--- src/rtl/vga_timing_gen.sv ---
// vga_timing_gen
//   Raster timing source for 640x480@60 Hz. Free-running horizontal and
//   vertical counters with registered sync, blanking and frame markers.
//
// Ports
//   vga_clk      in   1   pixel clock (25 MHz nominal), rising-edge active
//   reset_n      in   1   asynchronous active-low reset
//   DrawX        out  10  horizontal pixel count, 0..H_TOTAL-1
//   DrawY        out  10  line count, 0..V_TOTAL-1
//   blank        out  1   1 = visible pixel, 0 = blanking interval
//   hs           out  1   horizontal sync, active-low
//   vs           out  1   vertical sync, active-low
//   line_start   out  1   high while DrawX == 0
//   frame_start  out  1   high while DrawX == 0 and DrawY == 0
//   frame_count  out  16  completed-frame counter, wraps silently
//
// FRAME_COUNT_INIT sets the reset value of frame_count. Leave it at 0 in
// the product. It exists so a bench can reach the 16-bit wrap quickly.

module vga_timing_gen #(
    parameter int unsigned H_VISIBLE        = 640,
    parameter int unsigned H_FRONT          = 16,
    parameter int unsigned H_SYNC           = 96,
    parameter int unsigned H_BACK           = 48,
    parameter int unsigned V_VISIBLE        = 480,
    parameter int unsigned V_FRONT          = 10,
    parameter int unsigned V_SYNC           = 2,
    parameter int unsigned V_BACK           = 33,
    parameter logic [15:0] FRAME_COUNT_INIT = '0
) (
    input  logic        vga_clk,
    input  logic        reset_n,
    output logic [9:0]  DrawX,
    output logic [9:0]  DrawY,
    output logic        blank,
    output logic        hs,
    output logic        vs,
    output logic        line_start,
    output logic        frame_start,
    output logic [15:0] frame_count
);

    localparam int unsigned H_TOTAL = H_VISIBLE + H_FRONT + H_SYNC + H_BACK;
    localparam int unsigned V_TOTAL = V_VISIBLE + V_FRONT + V_SYNC + V_BACK;

    localparam logic [9:0] H_LAST   = 10'(H_TOTAL - 1);
    localparam logic [9:0] V_LAST   = 10'(V_TOTAL - 1);
    localparam logic [9:0] H_VIS    = 10'(H_VISIBLE);
    localparam logic [9:0] V_VIS    = 10'(V_VISIBLE);
    localparam logic [9:0] HS_FIRST = 10'(H_VISIBLE + H_FRONT);
    localparam logic [9:0] HS_LAST  = 10'(H_VISIBLE + H_FRONT + H_SYNC - 1);
    localparam logic [9:0] VS_FIRST = 10'(V_VISIBLE + V_FRONT);
    localparam logic [9:0] VS_LAST  = 10'(V_VISIBLE + V_FRONT + V_SYNC - 1);

    logic        x_wrap;
    logic        y_wrap;
    logic [9:0]  x_next;
    logic [9:0]  y_next;
    logic [15:0] fc_next;
    logic        blank_next;
    logic        hs_next;
    logic        vs_next;
    logic        ls_next;
    logic        fs_next;

    // Every decoded output is computed from the next counter values and
    // registered alongside them. As a result, all outputs describe the same
    // pixel in the same cycle, with no extra pipeline stage.
    always_comb begin
        x_wrap  = (DrawX == H_LAST);
        y_wrap  = (DrawY == V_LAST);
        x_next  = x_wrap ? '0 : DrawX + 10'd1;
        y_next  = DrawY;
        fc_next = frame_count;
        if (x_wrap) begin
            y_next = y_wrap ? '0 : DrawY + 10'd1;
            if (y_wrap) begin
                fc_next = frame_count + 16'd1;
            end
        end
        blank_next = (x_next < H_VIS) && (y_next < V_VIS);
        hs_next    = !((x_next >= HS_FIRST) && (x_next <= HS_LAST));
        vs_next    = !((y_next >= VS_FIRST) && (y_next <= VS_LAST));
        ls_next    = (x_next == '0);
        fs_next    = (x_next == '0) && (y_next == '0);
    end

    // Reset asserts asynchronously and clears every flop together. Release
    // is sampled by these same flops on a rising edge, so the first
    // post-reset update moves the raster from (0,0) to (1,0).
    always_ff @(posedge vga_clk or negedge reset_n) begin
        if (!reset_n) begin
            DrawX       <= '0;
            DrawY       <= '0;
            blank       <= 1'b0;
            hs          <= 1'b1;
            vs          <= 1'b1;
            line_start  <= 1'b0;
            frame_start <= 1'b0;
            frame_count <= FRAME_COUNT_INIT;
        end else begin
            DrawX       <= x_next;
            DrawY       <= y_next;
            blank       <= blank_next;
            hs          <= hs_next;
            vs          <= vs_next;
            line_start  <= ls_next;
            frame_start <= fs_next;
            frame_count <= fc_next;
        end
    end

endmodule

--- config.mk ---
export PLATFORM = sky130hd
export DESIGN_NAME = vga_timing_gen
export DESIGN_NICKNAME = d
export VERILOG_FILES = /design/src/rtl/vga_timing_gen.sv
export SDC_FILE = /design/constraint.sdc
export NUM_CORES = 1
export LEC_CHECK = 0
export CAP_MARGIN = 20
export CORE_MARGIN = 2
export CORE_UTILIZATION = 47
export CTS_CLUSTER_DIAMETER = 30
export CTS_CLUSTER_SIZE = 20
export DETAILED_ROUTE_END_ITERATION = 12
export MAX_ROUTING_LAYER = met4
export PLACE_DENSITY = 0.83
export SLEW_MARGIN = 40
export SYNTH_ARGS = -nofsm -noshare
export SYNTH_HDL_FRONTEND = slang
export SYNTH_SLANG_ARGS = --single-unit
--- constraint.sdc ---
create_clock -name vga_clk -period 2.72 [get_ports vga_clk]
set_clock_uncertainty 0.2 [all_clocks]
set_input_delay 0.272 -clock vga_clk [delete_from_list [all_inputs] [get_ports vga_clk]]
set_output_delay 0.272 -clock vga_clk [all_outputs]
set_load 0.05 [all_outputs]
# Word level (Yosys, flattened, before mapping)
# Cells that the tools add are included.
dict set report word_totals {
  register_bits 41
  inputBits 2
  output_inout_bits 41
  wordCells 31
}
dict set report op_classes {
  n_addsub 3
  magnitude_cmp 6
  eq_ne 2
  mux 3
  n_reduce_logical 9
}
# operator count
set ops {}
lappend ops {{$mux W10} 3}
lappend ops {{$add A10 B1 Y10 const B} 2}
lappend ops {{$eq A10 B10 Y1 const B} 2}
lappend ops {{$logic_not A10 Y1} 2}
lappend ops {{$add A16 B1 Y16 const B} 1}
lappend ops {{$ge A10 B10 Y1 const B} 1}
lappend ops {{$ge A10 B9 Y1 const B} 1}
lappend ops {{$le A10 B10 Y1 const B} 1}
lappend ops {{$le A10 B9 Y1 const B} 1}
lappend ops {{$lt A10 B10 Y1 const B} 1}
lappend ops {{$lt A10 B9 Y1 const B} 1}
lappend ops {{$logic_and A1 B1 Y1} 4}
lappend ops {{$logic_not A1 Y1} 2}
lappend ops {{$reduce_and A2 Y1} 1}

# Logic depth before layout (Yosys ltp)
dict set report depth {
  word_depth 6
  depth_mapped 9
  mapped_depth_nobuf 8
}

# Worst setup path before layout
# No wires, ideal clock.
dict set report synth_timing {
  kind {reg2reg}
  from {reg DrawX[0]}
  to {reg frame_count[11]}
  setup_time_ps 82
  t_arrival_ps 2314
  required_time_ps 2438
  path_slack_ps 124
  stages_incl_launch_ff 10
  n_path_buf 2
  period_less_slack_ps 2596
  cell_sequence {dfrtp_1 ha_1 and4_1 clkbuf_2 and3_1 and2_1 buf_6 nand4_4 nor4_4 xor2_1}
}
dict set report synth_via {
  elab_chain_cells 2
}
# item line_no
set synth_rtl {}
lappend synth_rtl {{from (decl)} 33} ;# output logic [9:0] DrawX,
lappend synth_rtl {{from (signal assigned)} 102} ;# DrawX <= x_next;
lappend synth_rtl {{$eq A10 B10 Y1} 70} ;# x_wrap = (DrawX == H_LAST);
lappend synth_rtl {{$reduce_and A2 Y1 (no line)} --}
lappend synth_rtl {{to (signal assigned)} 109} ;# frame_count <= fc_next;
lappend synth_rtl {{to (decl)} 40} ;# output logic [15:0] frame_count
# Every way passes these cells.
# A chain may end at the register's enable or synchronous reset.

# Worst setup path after layout
dict set report layout_timing {
  from {reg DrawX[0]}
  to {reg frame_start}
}
dict set report layout_via {
  elab_chain_cells 4
  elab_cells_between_ends 7
  cone_classes {add/sub: 1; eq/ne: 1; mux: 2; reduce/logical: 3}
}
# item line_no
set layout_rtl {}
lappend layout_rtl {{$add A10 B1 Y10 or $eq A10 B10 Y1 (tied branches)} {72, 70}}
lappend layout_rtl {{$mux W10 (on tied branches)} {72, 75}}
lappend layout_rtl {{$logic_not A10 Y1} 85} ;# fs_next = (x_next == '0) && (y_next == '0);
lappend layout_rtl {{$logic_and A1 B1 Y1 *} 85}
lappend layout_rtl {{via fs_next} 64} ;# logic fs_next;
lappend layout_rtl {{to (signal assigned)} 108} ;# frame_start <= fs_next;
lappend layout_rtl {{to (decl)} 39} ;# output logic frame_start,
# Mark *: on every way through the listed nets, which the timed path passes. The rest lies on a longest branch.

==> impl_results.md <==
* NumNets Final at between 200 and 300
* WP data arrival at 2430 ps
* Worst EP required at 2700 ps
* Post-DR vias/cell at 5.59
* Vias in the first global route at 1616
* Pin count of the biggest net entering global routing at 42
* Min Hold Slack at 281 ps
* Min Tclk post-route at ~2500 ps
* #FFs+latches synth at 41
* P per Cell Area at ~360 nW/um2
* Hold path depth at 1
* Reg-to-reg endpoint: frame_start$_DFF_PN0_
* Slew @ Worst Pin at 532 ps
* Net Count, Synth at 225
* First-pass GRT wire length at 7.64 mm
* YS warnings at 0
* IO Count at between 40 and 50
* Clk slew on worst S/H paths at 70 ps
* Antenna fix cells at 0
* Final Power at 1000 uW
* Post-synthesis sequential area ratio at 47.2%
* WL per Instance at 14.4 um
* Initial DRC count at 61
* Final wirelength at roughly 4.6 mm
* Max Clk Rate at a little over 400 MHz
* Synth cell types at 50
* R2R cell count at 8
* Setup TNS at 0 ps
* Crit path kind: register to register
* Worst-Skew Late Latency at 290 ps
* Post-synthesis async set-or-reset flop share at between 90% and 100%
* Final Cycle Share at 90.2%
* Post-Synthesis Cell Area at around 2200 um2
* Worst Hold Class: register to register
* Antenna-violating nets left at 0
* CP max FO at 7
* Post-CTS Setup Inserts at 0
* Leak pwr at approximately 0.0012 uW
* Worst Hold Path EP: frame_count[15]$_DFFE_PN0P_
* Final Setup Violations at 0
* DPL Wire Length at 3.33 mm
* Synthesis-to-finish area growth at 26.4%
* DRC violation count after routing at 0
* Final Hold Viols at 0
* Post-synth top flop: dfrtp_1
* Worst Setup End Kind: register
* HP Start: frame_count[15]$_DFFE_PN0P_
* Core area at 4410 um2
* Die ar. at between 5000 and 6000 um2
* FP Rows at 24
* Total global routing overflow at 0
* Post-route insts no fill at 317
* First-pass DRT Iterations at 4
* IO Port Bufs at 42
* Most common cell after layout, fill and taps aside: clkdlybuf4s50_1
* Overall Global Routing Usage at 19.5%
* Most frequent cells in the layout: 41 x clkdlybuf4s50_1, 39 x dfrtp_1, 17 x nand2_1, 17 x nor2_1, 15 x nand3_1
* CTS H-tree depth at 2
* Die Width at 72.1 um
* Max cap viols at 0
* Height of the die at 72.1 um
* Max-slew headroom at 64.4%
* Crit path launch type: register
* Root Buffer: clkbuf_8
* Share of cells above drive strength 1 at 11.3%
* RR Startpoint: DrawX[0]$_DFF_PN0_
* Peak supply drop at 0.000208 V
* Clk sinks at 41
* Placed Instances at 308
* Starting density of the core at 49.3%
* Unrepaired setup endpoints after global routing: false
* Syn Inst Count at 218
* CTS Buf Count at 5
* Fin. max-slew vios at 0
* Gpl congestion at 0.932
* Vias at ~1800
* Syn Area/Cell at 9.99 um2
* EDFF count, synth at 0
* CTS tree: yes
* Antenna violations before repair at 0
* Status: completed
* Flop2flop setup slack at 270 ps
* Worst-case clock buffer depth at 2
==> repair_timing <==
item                       CTS  global route
hold buffers                 1             0
setup endpoints to repair    0             7
hold endpoints to repair    39             0
gates resized for setup      0             2
==> sequential cells by signal (all words and copies together) (netlist names) <==
register and flops:
line_start 1, frame_start 1, DrawX 10, hs 1, DrawY 10, blank 1
vs 1, frame_count 16
==> layer usage <==
layer,vias up,wire length (um),global-route usage [%],share of wire (%)
li1,850,-,-,-
met1,852,2070,25.9,45
met2,60,2140,29.8,47
met3,10,268,4.31,5.9
met4,0,73,6.08,1.6
met5,-,0,-,0
==> final cells by class <==
type,instances,area (um2)
Fill cell,379,1660
Multi-Input combinational cell,153,1050
Sequential cell,41,1030
Timing Repair Buffer,50,480
Clock buffer,6,72.6
Tap cell,52,65.1
Inverter,13,48.8
Clock inverter,2,10.0
==> cell usage after synthesis (5+ instances only) <==
cell type / count / area [um2]
nand2_1: 17 / 63.8
dfrtp_1: 39 / 976
inv_1: 13 / 48.8
xnor2_1: 14 / 123
nand3_1: 15 / 75.1
ha_1: 5 / 62.6
nor2_1: 17 / 63.8
nand4_1: 5 / 31.3
nor3_1: 10 / 50.1
buf_2: 5 / 25.0
o21ai_0: 7 / 35.0
xor2_1: 14 / 123
==> cell families after synthesis <==
family	share of synthesized area, %
fa+ha+maj	2.87
flops	47.2
compound gates	9.14
buf+inv	4.83
mux	0.977
xor+xnor	11.3
simple gates	23.7
==> worst max-delay path, stage by stage (launching register included) <==
cell	delay [ps]
dfrtp_1	430
ha_2	280
and4_2	320
and3_1	210
buf_4	160
o21ai_0	90
a21oi_1	260
nand3_1	110
nor4_1	280
==> power by group <==
group	switching [uW]	internal (uW)	leakage [uW]
sequential	0	609	0.000546
clock	203	178	0.0000450
combinational	11.1	1.90	0.000603
total	214	789	0.00119
==> worst max path at each step <==
| stage | from | end | slack [ps] |
|---|---|---|---|
| after floorplan | DrawX[0]$_DFF_PN0_ | frame_count[11]$_DFFE_PN0P_ | 120 |
| after global placement | DrawX[0]$_DFF_PN0_ | frame_start$_DFF_PN0_ | 310 |
| after detailed placement | DrawX[0]$_DFF_PN0_ | frame_count[11]$_DFFE_PN0P_ | 180 |
| after CTS | DrawX[0]$_DFF_PN0_ | frame_count[11]$_DFFE_PN0P_ | 160 |
| after global routing | DrawX[0]$_DFF_PN0_ | frame_start$_DFF_PN0_ | 10 |
| final | DrawX[0]$_DFF_PN0_ | frame_start$_DFF_PN0_ | 270 |
==> per-stage QoR <==
stage	setup WS, ps	utilization, %	cell area (um2)
3_3_place_gp	313	60.1	2650
4_1_cts	157	62.3	2750
3_5_place_dp	184	60.2	2660
2_1_floorplan	124	-	2180
6_report	267	62.4	2750
5_1_grt	11.8	62.4	2750
Power figures use the tool's default switching activity.
